`src/rtl/rob_multi.sv`:
```
`default_nettype none
// ============================================================================
//  Module   : rob_multi
//  Purpose  : Parametrised reorder buffer for the out-of-order RV32I core.
//             DEPTH = 2**IDW entries, one issue port, two writeback ports
//             (wb0 = RS/ALU bus carrying branch outcome, wb1 = LSB bus),
//             in-order single commit, precise flush on a mispredicted
//             BRANCH or any JALR at commit, two operand query ports.
//  Ports    : clk, rst (sync, active-high), rdy (global enable)
//             issue_*  : decoder handshake, issue_id = current tail
//             wb0_*    : value/taken/target writeback
//             wb1_*    : value writeback
//             commit_* : registered commit pulse and payload
//             flush, flush_pc : registered redirect pulse
//             q1_*/q2_*: operand lookup (combinational)
//             count, empty : occupancy
//  Config   : `ROB_WB_BYPASS_EN -- same-cycle writeback bypass on queries
//  Revision : 1.0 - initial release
// ============================================================================
module rob_multi #(
    parameter int IDW = 3
) (
    input  logic            clk,
    input  logic            rst,
    input  logic            rdy,
    input  logic            issue_valid,
    output logic            issue_ready,
    output logic [IDW-1:0]  issue_id,
    input  logic [1:0]      issue_kind,
    input  logic [4:0]      issue_rd,
    input  logic [31:0]     issue_pc,
    input  logic            issue_pred_taken,
    input  logic            issue_done,
    input  logic [31:0]     issue_value,
    input  logic            wb0_valid,
    input  logic [IDW-1:0]  wb0_id,
    input  logic [31:0]     wb0_value,
    input  logic            wb0_taken,
    input  logic [31:0]     wb0_target,
    input  logic            wb1_valid,
    input  logic [IDW-1:0]  wb1_id,
    input  logic [31:0]     wb1_value,
    output logic            commit_valid,
    output logic [IDW-1:0]  commit_id,
    output logic [4:0]      commit_rd,
    output logic [31:0]     commit_value,
    output logic            commit_store,
    output logic            flush,
    output logic [31:0]     flush_pc,
    input  logic [IDW-1:0]  q1_id,
    input  logic [IDW-1:0]  q2_id,
    output logic            q1_ready,
    output logic [31:0]     q1_value,
    output logic            q2_ready,
    output logic [31:0]     q2_value,
    output logic [IDW:0]    count,
    output logic            empty
);

    localparam int          DEPTH        = 2**IDW;
    localparam logic [IDW:0] c_DEPTH_CNT = (IDW+1)'(DEPTH);

    localparam logic [1:0] c_KIND_REG    = 2'd0;
    localparam logic [1:0] c_KIND_BRANCH = 2'd1;
    localparam logic [1:0] c_KIND_STORE  = 2'd2;
    localparam logic [1:0] c_KIND_JALR   = 2'd3;

    // Entry storage
    logic [DEPTH-1:0] r_busy;
    logic [DEPTH-1:0] r_ready;
    logic [DEPTH-1:0] r_pred;
    logic [DEPTH-1:0] r_taken;
    logic [31:0]      r_value  [DEPTH];
    logic [31:0]      r_pc     [DEPTH];
    logic [31:0]      r_target [DEPTH];
    logic [4:0]       r_rd     [DEPTH];
    logic [1:0]       r_kind   [DEPTH];

    logic [IDW-1:0]   r_head;
    logic [IDW-1:0]   r_tail;
    logic [IDW:0]     r_count;

    logic             r_commit_valid;
    logic [IDW-1:0]   r_commit_id;
    logic [4:0]       r_commit_rd;
    logic [31:0]      r_commit_value;
    logic             r_commit_store;
    logic             r_flush;
    logic [31:0]      r_flush_pc;

    logic             w_commit;
    logic             w_flush_now;
    logic             w_issue;
    logic [1:0]       w_head_kind;
    logic [31:0]      w_redirect_pc;

    // An empty ROB has no busy entry at head, so commit needs no count test.
    assign w_head_kind = r_kind[r_head];
    assign w_commit    = r_busy[r_head] && r_ready[r_head];

    // JALR always redirects; a BRANCH redirects only on a wrong prediction.
    assign w_flush_now = w_commit &&
                         ((w_head_kind == c_KIND_JALR) ||
                          ((w_head_kind == c_KIND_BRANCH) &&
                           (r_taken[r_head] != r_pred[r_head])));

    assign w_redirect_pc = (w_head_kind == c_KIND_JALR || r_taken[r_head])
                           ? r_target[r_head] : (r_pc[r_head] + 32'd4);

    // No pass-through when full: a commit in the same cycle does not free
    // the slot for this cycle's issue.
    assign issue_ready = (r_count != c_DEPTH_CNT);
    assign issue_id    = r_tail;
    assign w_issue     = rdy && issue_valid && issue_ready && !w_flush_now;

    assign count        = r_count;
    assign empty        = (r_count == '0);
    assign commit_valid = r_commit_valid;
    assign commit_id    = r_commit_id;
    assign commit_rd    = r_commit_rd;
    assign commit_value = r_commit_value;
    assign commit_store = r_commit_store;
    assign flush        = r_flush;
    assign flush_pc     = r_flush_pc;

    always_ff @(posedge clk) begin
        if (rst) begin
            r_head         <= '0;
            r_tail         <= '0;
            r_count        <= '0;
            r_busy         <= '0;
            r_ready        <= '0;
            r_pred         <= '0;
            r_taken        <= '0;
            r_commit_valid <= 1'b0;
            r_commit_id    <= '0;
            r_commit_rd    <= 5'd0;
            r_commit_value <= 32'd0;
            r_commit_store <= 1'b0;
            r_flush        <= 1'b0;
            r_flush_pc     <= 32'd0;
        end else if (rdy) begin
            r_commit_valid <= w_commit;
            r_commit_store <= w_commit && (w_head_kind == c_KIND_STORE);
            r_flush        <= w_flush_now;

            if (w_commit) begin
                r_commit_id    <= r_head;
                r_commit_rd    <= ((w_head_kind == c_KIND_BRANCH) ||
                                   (w_head_kind == c_KIND_STORE)) ? 5'd0 : r_rd[r_head];
                r_commit_value <= r_value[r_head];
            end

            if (w_flush_now) begin
                // Precise flush: every younger entry, this cycle's issue and
                // this cycle's writebacks are discarded.
                r_flush_pc <= w_redirect_pc;
                r_head     <= '0;
                r_tail     <= '0;
                r_count    <= '0;
                r_busy     <= '0;
                r_ready    <= '0;
            end else begin
                if (w_issue) begin
                    r_busy[r_tail]  <= 1'b1;
                    r_ready[r_tail] <= issue_done;
                    r_value[r_tail] <= issue_value;
                    r_kind[r_tail]  <= issue_kind;
                    r_rd[r_tail]    <= issue_rd;
                    r_pc[r_tail]    <= issue_pc;
                    r_pred[r_tail]  <= issue_pred_taken;
                    r_taken[r_tail] <= 1'b0;
                end

                if (wb0_valid && r_busy[wb0_id]) begin
                    r_ready[wb0_id]  <= 1'b1;
                    r_taken[wb0_id]  <= wb0_taken;
                    r_target[wb0_id] <= wb0_target;
                    // JALR's rd value (pc+4) arrives at issue; the bus only
                    // supplies its target.
                    if (r_kind[wb0_id] != c_KIND_JALR) begin
                        r_value[wb0_id] <= wb0_value;
                    end
                end

                // Placed after wb0 so wb1 wins an (illegal) same-id collision.
                if (wb1_valid && r_busy[wb1_id]) begin
                    r_ready[wb1_id] <= 1'b1;
                    r_value[wb1_id] <= wb1_value;
                end

                if (w_commit) begin
                    r_busy[r_head]  <= 1'b0;
                    r_ready[r_head] <= 1'b0;
                    r_head          <= r_head + IDW'(1);
                end

                r_tail  <= r_tail + IDW'(w_issue);
                r_count <= r_count + (IDW+1)'(w_issue) - (IDW+1)'(w_commit);
            end
        end
    end

    // Operand query ports
    always_comb begin
        q1_ready = 1'b0;
        q1_value = 32'd0;
        q2_ready = 1'b0;
        q2_value = 32'd0;

        if (r_busy[q1_id] && r_ready[q1_id]) begin
            q1_ready = 1'b1;
            q1_value = r_value[q1_id];
        end
        if (r_busy[q2_id] && r_ready[q2_id]) begin
            q2_ready = 1'b1;
            q2_value = r_value[q2_id];
        end

`ifdef ROB_WB_BYPASS_EN
        // wb1 first so wb0 overrides it; both override stored state.
        if (wb1_valid && r_busy[q1_id] && (wb1_id == q1_id)) begin
            q1_ready = 1'b1;
            q1_value = wb1_value;
        end
        if (wb0_valid && r_busy[q1_id] && (wb0_id == q1_id)) begin
            q1_ready = 1'b1;
            q1_value = wb0_value;
        end
        if (wb1_valid && r_busy[q2_id] && (wb1_id == q2_id)) begin
            q2_ready = 1'b1;
            q2_value = wb1_value;
        end
        if (wb0_valid && r_busy[q2_id] && (wb0_id == q2_id)) begin
            q2_ready = 1'b1;
            q2_value = wb0_value;
        end
`endif
    end

endmodule
`default_nettype wire

```
`config.mk`:
```
export PLATFORM = sky130hd
export DESIGN_NAME = rob_multi
export DESIGN_NICKNAME = d
export VERILOG_FILES = /design/src/rtl/rob_multi.sv
export SDC_FILE = /design/constraint.sdc
export NUM_CORES = 2
export LEC_CHECK = 0
export ABC_CLOCK_PERIOD_IN_PS = 17100
export CORE_AREA = 2 2 421 318
export DETAILED_ROUTE_END_ITERATION = 10
export DIE_AREA = 0 0 423 320
export GPL_ROUTABILITY_DRIVEN = 0
export PLACE_DENSITY_LB_ADDON = 0.1
export SLEW_MARGIN = 20
export SYNTH_ARGS = -nofsm -noshare
export SYNTH_HDL_FRONTEND = slang
export SYNTH_SLANG_ARGS = --single-unit
```
`constraint.sdc`:
```
create_clock -name clk -period 17.1 [get_ports clk]
set_clock_uncertainty 0.1 [all_clocks]
set_input_delay 2.565 -clock clk [delete_from_list [all_inputs] [get_ports clk]]
set_output_delay 2.565 -clock clk [all_outputs]
set_load 0.005 [all_outputs]
```
# Yosys cells after proc, flatten, opt, wreduce, memory -nomap -nowiden
# Memories as Yosys holds them, arrays and structs flattened. A register that Yosys moved wholly into a read port is not among the register bits.
# Index checks and enable logic that the tools add are counted.
# classes
muxes	95
n_bitwise	9
n_eq_ne	6
addsub	5
reduce_logical	26
n_lt_le_gt_ge	10
# ops
op	n
$mux 8	25
$mux 32	3
$mux 1	37
$mux 3	11
$add 32x3->32 const B	1
$bmux 1 s3	10
$and 8x8->8	3
$bwmux 8	3
$lt 3x4->1 const B	6
$or 8x8->8	3
$not 8->8	2
$logic_and 1x1->1	15
$demux 1 s3	4
$ge 3x1->1 const B	4
$reduce_and 2->1	4
$mux 5	1
$add 4x1->4	1
$eq 2x2->1 const B	2
$logic_not 4->1	1
$mux 4	1
$ne 4x4->1 const B	1
$sub 4x1->4	1
$add 3x1->3	1
$add 3x1->3 const B	1
other kinds (8)	10
# totals
output_inout_bits	150
inputBits	188
mem_count	5
elab_cells	169
reg_bits	85
mem_bits_rw	824
# mem_list
name	depth	width	read_ports	rd_clocked_by_memory_dff	write_ports	line	text
r_pc	8	32	1	1	1	74	logic [31:0] r_pc [DEPTH];
r_target	8	32	1	1	1	75	logic [31:0] r_target [DEPTH];
r_value	8	32	3	1	3	73	logic [31:0] r_value [DEPTH];
r_rd	8	5	1	1	1	76	logic [4:0] r_rd [DEPTH];
r_kind	8	2	2	1	1	77	logic [1:0] r_kind [DEPTH];

# Depth between registers and ports, before layout
# Gate-level depths: netlist of run 1.
# depth
word_depth	25
mapped_depth	23
mapped_depth_nobuf	15

# Least setup slack after synthesis of run 1
# Ideal clock, no wire load.
# synth_timing
path_type	input port to flip-flop
startpoint	input wb0_id[1]
endpoint	memory r_value[0][0], enable pin
setup_time_ps	466
stages	7
t_required_ps	16534
setup_slack_ps	10158
path_buffers	2
arrival_ps	6377
cell_sequence	clkbuf_2 -> mux4_2 -> o2111ai_1 -> nand2_1 -> buf_1 -> o31a_1 -> o21ai_0
# synth_rtl
item	line	text
start: declaration	36	input logic [IDW-1:0] wb0_id,
end: declaration	73	

# Final worst setup path of run 1
# layout_timing
startpoint	input q1_id[0]
endpoint	output q1_value[27]
# layout_via
elab_chain_cells	4
elab_cells_between_ends	7
cone_classes	mux: 5; reduce/logical: 1; memory: 1
# layout_rtl
item	line	text
start: declaration	50	input logic [IDW-1:0] q1_id,
$bmux 1 s3	211	if (r_busy[q1_id] && r_ready[q1_id]) begin
$mux 1 (not written as such)	211	
$logic_and 1x1->1	211	
$mux 32 (*)	211	
end: declaration	53	output logic [31:0] q1_value,
# Every way passes the cells marked *; elsewhere a longest branch is shown, timed or not. The select of a mux whose other input is x is not followed.

==> reports/results.ini, run 1 <==
[routing]
dr.max_layer_used = met5
viasPerCell = 5.969
antenna_left = 0
dr_wl_met2_microns = 74110
drt-met1-wl_microns = 72190
vias = 32020
wl_per_cell_microns = 31.03
first_pass_iters = 5
drcViolationCount = 0
wl_met3_microns = 14180
drt_iter0_markers = 3759
wl_microns = 166400

[worst_setup_path]
worstReg2RegEnd = r_value[5][4]$_DFFE_PP_
rr_worst_depth = 10
endpoint = q1_value[27]
cp.required_ns = 14.44
worstSetupStartpoint = q1_id[0]
crit_path_end_kind = primary output
r2r_slack_ns = 11.03
startpoint_type = input port
critPathArrivalTime_ns = 5.55
path_max_fanout = 34
worstSetupPathType = input port to primary output

[power]
power_density_mw_per_mm2 = 91.04
ir_drop_v = 0.00006696
total_power_mw = 5.040
cellLeakagePower_nw = 17.38

[sta]
whs_ns = 0.3532
slew_headroom_pct = 22.78
rsz0062_at_grt = no
slew_violations = 0
fin_tns_setup_ns = 0
period_minus_slack_ns = 8.211
setup_viol = 0
tightest_slew_ns = 1.126
period_share_pct = 48.02
hold_viol = 0
fmax_mhz = 121.8

[global_routing]
antenna_found_initial = 23
grt_pass1_vias = 32080
grt_max_degree = 87
grt_overflow = 0
grt_pass1_wl_microns = 235800
grt_usage_pct = 24.06

[synth]
ys_seq_area_share_pct = 57.77
yosysTopAreaCell = edfxtp_1
synth_edf_count = 824
ys_top_cells_by_area = edfxtp_1 53%, mux4_2 13%, mux2i_1 7.9%
avgSynthCellArea_sq_um = 14.15
synthFlopType = edfxtp_1
synth_area_sq_mm = 0.04699
yosys_warnings = 0
ys_seq_elements = 944
syn_nets = 3524
synth_async_sr_flop_share_pct = 0
synthCells = 3322
synthDistinctLibCells = 75
yosysMostFrequentCell = edfxtp_1
synth_top_area_share_pct = 52.66
yosys-top-cells-count = 824 x edfxtp_1, 369 x mux2i_1, 300 x nor2_1

[cts]
path_clk_slew_ns = 0.06
postCtsSetupBuffers = 0
cts_resized = 0
hold_buffers = 0
clockBufferDepth = 3
clockRootBuffer = clkbuf_16
cts_inserted_buffers = 101
insertion_delay_ns = 0.74
htree_levels = 3
cts.sinks = 944
cts_tree = built

[finish]
syn_to_final_growth_pct = 17.82
drive_above_1_share_pct = 17.86
finalNetCount = 3714
fill_cells = 11840

[flow_run]
drv_cap = 0

[floorplanning]
start_util_pct = 35.89
core-area_sq_mm = 0.1309
die_w_microns = 423
rows = 115
io_pins = 338
die_area_sq_mm = 0.1354
die_h_microns = 320

[placed_design]
dp_hpwl_microns = 97810
io_buffers = 337

[hold_path]
worstHoldPathType = flip-flop to flip-flop

[run_status]
status = complete, no violations

[cell type report]
type | instances | area (sq um) | area share [%]
Tap cell | 1755 | 2196 | 3.966
Antenna cell | 14 | 35.03 | 0.06328
Timing Repair Buffer | 414 | 3923 | 7.085
Multi-Input combinational cell | 2025 | 18640 | 33.67
Clock inverter | 61 | 698.2 | 1.261
Inverter | 26 | 97.59 | 0.1763
Clock buffer | 125 | 2618 | 4.728
Sequential cell | 944 | 27160 | 49.05
[per-layer routing]
metal  vias to the layer above  track usage [%]
met5                         -                0
met4                        14            9.110
met3                       390            5.397
met2                      1637            35.98
met1                     16470            34.09
li1                      13510                -
[cell families (layout without fill, tap and decap cells)]
kind of cell               Yosys count  count (layout)  share of synthesized area (%)
adders and majority gates           14              14                         0.3888
and+or+nand+nor                    654             654                          6.026
AOI/OAI and AO/OA                  604             604                          8.790
xor gates and xnor gates            25              25                         0.4660
other                                0              14                              0
buffers and inverters              353             626                          3.435
muxes                              728             728                          23.13
DFF                                944             944                          57.77
[how the worst min path moves through the flow]
stage / start / end / slack (ns) / cells after the start
5_1_grt: r_pred[0]$_SDFFE_PP0P_ / r_pred[0]$_SDFFE_PP0P_ / 0.37 / 2
2_1_floorplan: r_pred[0]$_SDFFE_PP0P_ / r_pred[0]$_SDFFE_PP0P_ / 0.34 / 2
3_3_place_gp: r_pred[6]$_SDFFE_PP0P_ / r_pred[6]$_SDFFE_PP0P_ / 0.34 / 2
6_report: commit_rd[2]$_SDFFE_PP0P_ / commit_rd[2]$_SDFFE_PP0P_ / 0.35 / 2
4_1_cts: commit_rd[2]$_SDFFE_PP0P_ / commit_rd[2]$_SDFFE_PP0P_ / 0.35 / 2
3_5_place_dp: commit_rd[2]$_SDFFE_PP0P_ / commit_rd[2]$_SDFFE_PP0P_ / 0.35 / 2
[stage by stage]
step	area [sq um]	setup WS, ns	std cells	utilization (%)
final	55360	8.889	5364	42.28
after global routing	55360	8.763	5363	42.28
after CTS	55330	8.904	5350	42.26
after detailed placement	52010	8.920	5164	39.72
after global placement	52010	8.923	5164	39.72
after floorplan	46990	10.16	3322	-
[flip-flops by register name, indices dropped and copies added, names as in the netlist, named ones only]
signal / count
r_pred: 8
r_target: 256
commit_rd: 5
r_rd: 40
r_taken: 8
count: 4
commit_valid: 1
commit_id: 3
r_busy: 8
flush: 1
commit_value: 32
r_head: 3
issue_id: 3
r_pc: 256
flush_pc: 32
r_kind: 16
commit_store: 1
r_ready: 8
r_value: 256
[layout by cell type (no fill, tap or decap), types with 41 or more instances in the layout]
cell             synthesis  routed
edfxtp_1               824     824
mux2i_1                369     369
clkdlybuf4s50_1          0     329
nor2_1                 300     281
mux4_2                 278     278
a21oi_1                194     194
nand2_1                192     192
dfxtp_1                120     117
o21ai_0                106     101
clkbuf_16                0     101
buf_4                   19      79
a22o_1                  69      69
a221oi_1                64      64
mux2_2                  61      61
nand3_1                 42      41
[where the power goes]
part	internal (mW)	total [mW]	switching (mW)
Combinational	0.127	0.298	0.170
Clock	1.25	2.22	0.971
Sequential	2.51	2.52	0.00811
[worst max-delay path, stage by stage]
cell and delay, ns:
buf_4 0.57, buf_4 0.72, mux4_2 0.60, mux2i_1 0.40, nor2_1 0.11, clkdlybuf4s50_1 0.50
Note: power is estimated with default switching activity, not from simulation.
==> inputs of run 2 (changes only) <==
- ABC_CLOCK_PERIOD_IN_PS: 17100 -> 7400
- clock period: 17.1 -> 7.4 ns (I/O delays scaled with it)
==> run 2 against run 1 <==
Against the previous run:
- cell area rose by 0.16%
- sequential power rose by 130%
- critical endpoint is now r_value[3][1]$_DFFE_PP_
- clock power rose by 130%
- highest routed layer unchanged
- total power rose by 130%
- flip-flop and latch count did not move
- via count did not move
- register-to-register slack got worse by 9.2 ns
- die area did not move
- worst setup slack got worse by 7.1 ns
- global-route usage barely moved
- critical path depth rose by 3
- cell count rose by 0.24%
==> reports/results.ini, run 2 (synthesis results as in run 1) <==
[sta]
layout_setup_ws_ns = 1.819  ; -7.070 ns
fin_tns_setup_ns = 0  ; unchanged
period_minus_slack_ns = 5.581
fmax_mhz = 179.2
hold_viol = 0  ; unchanged
whs_ns = 0.3530  ; -0.0001260 ns
slew_headroom_pct = 21.68  ; -1.1 points
slew_violations = 0  ; unchanged
tightest_slew_ns = 1.175  ; +0.04871 ns
setup_viol = 0  ; unchanged
rsz0062_at_grt = no
period_share_pct = 75.42

[worst_setup_path]
rr_worst_depth = 9  ; -1
worstSetupPathType = flip-flop to flip-flop
worstSetupStartpoint = r_head[1]$_SDFFE_PP0P_
startpoint_type = flip-flop
worstReg2RegEnd = r_value[3][1]$_DFFE_PP_
cp.required_ns = 7.73  ; -6.71 ns
critPathArrivalTime_ns = 5.91  ; +0.36 ns
crit_path_end_kind = flip-flop
rr_startpoint = r_head[1]$_SDFFE_PP0P_
r2r_slack_ns = 1.82  ; -9.21 ns
endpoint = r_value[3][1]$_DFFE_PP_
path_max_fanout = 37  ; +8.8%

[placed_design]
dpl_cell_area_sq_mm = 0.05211  ; +0.18%
dp_hpwl_microns = 102600  ; +4.9%
io_buffers = 337  ; unchanged
dp_slack_ns = 1.921  ; -6.999 ns

[routing]
drt_iter0_markers = 3670  ; -2.4%
first_pass_iters = 7  ; +2
antenna_left = 0  ; unchanged
wl_per_cell_microns = 30.96  ; -0.22%
viasPerCell = 5.955  ; -0.24%
drcViolationCount = 0  ; unchanged
wl_microns = 166500  ; about the same
vias = 32020  ; unchanged

[cts]
cts_tree = built
clockBufferDepth = 3  ; unchanged
cts_inserted_buffers = 102  ; +0.99%
cts.sinks = 944  ; unchanged
insertion_delay_ns = 0.72  ; -0.02 ns
clockRootBuffer = clkbuf_16
path_clk_slew_ns = 0.06  ; about the same
cts_resized = 0  ; unchanged
postCtsSetupBuffers = 0  ; unchanged
hold_buffers = 0  ; unchanged
htree_levels = 3  ; unchanged

[hold_path]
hold_start = commit_rd[0]$_SDFFE_PP0P_
min_path_cells = 2  ; unchanged
worstHoldPathType = flip-flop to flip-flop

[finish]
largestRegisters = r_pc x256, r_target x256, r_value x256
syn_to_final_growth_pct = 18.01
finalNetCount = 3724  ; +0.27%
final_common_cell = edfxtp_1
drive_above_1_share_pct = 18.22  ; +0.36 points
final_area_sq_mm = 0.05545  ; +0.16%
most-common-layout-cells = 824 x edfxtp_1, 369 x mux2i_1, 329 x clkdlybuf4s50_1

[power]
p_int_mw = 8.979  ; +130%
sw_frac_of_total_pct = 22.71  ; -0.10 points
power_density_mw_per_mm2 = 209.5  ; +130%
comb_power_share_pct = 6.0  ; about the same
cellLeakagePower_nw = 17.45  ; +0.39%
seqPwrFrac_pct = 50.2  ; +0.2 points
switchingPower_mw = 2.638  ; +130%
ir_drop_v = 0.0001675  ; +150%
total_power_mw = 11.62  ; +130%
pwr-share-clk_pct = 43.8  ; -0.3 points

[floorplanning]
die_area_sq_mm = 0.1354  ; unchanged
die_h_microns = 320  ; unchanged
die_w_microns = 423  ; unchanged
rows = 115  ; unchanged
start_util_pct = 35.89  ; unchanged
core-area_sq_mm = 0.1309  ; unchanged
io_pins = 338  ; unchanged

[global_routing]
grt_usage_pct = 24.07  ; about the same
grt_pass1_vias = 31830  ; -0.76%
grt_overflow = 0  ; unchanged
grt_pass1_wl_microns = 236000  ; about the same
grt_max_degree = 68  ; -22%
antenna_found_initial = 17  ; -26%

[flow_run]
drv_cap = 0  ; unchanged

[run_status]
status = complete, no violations

## run 2: cell count changes in the layout (fill, tap and decap cells not counted), sizes merged
cell | previous run | this run
clkbuf | 125 | 146
buf | 85 | 94
clkinv | 45 | 38
bufinv | 10 | 5
diode | 14 | 10
clkinvlp | 4 | 3
## run 2: stage by stage
step	cells	util (%)
5_1_grt	5377	42.35
3_3_place_gp	5173	39.79
2_1_floorplan	3322	-
4_1_cts	5367	42.33
6_report	5377	42.35
3_5_place_dp	5173	39.79
## run 2: metal layers
layer  track usage [%]  wire length, microns
met1             35.58                 75230
met2             35.33                 72970
met3             4.665                 13320
met4             8.003                  4895
met5                 0                    50
## run 2: area by class of cell
| type | instances | area, sq um |
|---|---|---|
| inverters | 26 | 97.59 |
| clock inverters | 48 | 469.2 |
| repair buffers | 423 | 4015 |
| fillers | 11880 | 75480 |
| multi-input cells | 2025 | 18640 |
| diodes | 10 | 25.02 |
| flip-flops and latches | 944 | 27160 |
| well taps | 1755 | 2196 |
| clock buffers | 146 | 2849 |
## run 2: worst min path at each step
stage / endpoint
after floorplan: r_pred[0]$_SDFFE_PP0P_
after global placement: commit_rd[3]$_SDFFE_PP0P_
after detailed placement: r_pred[5]$_SDFFE_PP0P_
after CTS: r_pred[5]$_SDFFE_PP0P_
after global routing: flush_pc[1]$_SDFFE_PP0P_
final: commit_rd[0]$_SDFFE_PP0P_
## run 2: critical path: stages, from the launching register on
cell      delay (ns)
dfxtp_1         0.30
buf_4           0.43
mux2i_1         0.62
nor3_1          0.12
nor4_1          0.67
a41o_1          1.06
a211oi_4        0.25
nand2_2         0.84
buf_4           0.44
mux2_2          0.37
## run 2: power by group through the flow
| stage | sequential, mW | combinational [mW] | clock [mW] |
|---|---|---|---|
| after floorplan | 5.94 | 0.377 | 0 |
| after global placement | 5.94 | 0.672 | 0 |
| after detailed placement | 5.94 | 0.689 | 0 |
| after CTS | 5.83 | 0.692 | 5.19 |
| after global routing | 5.83 | 0.744 | 5.38 |
| final | 5.83 | 0.697 | 5.09 |
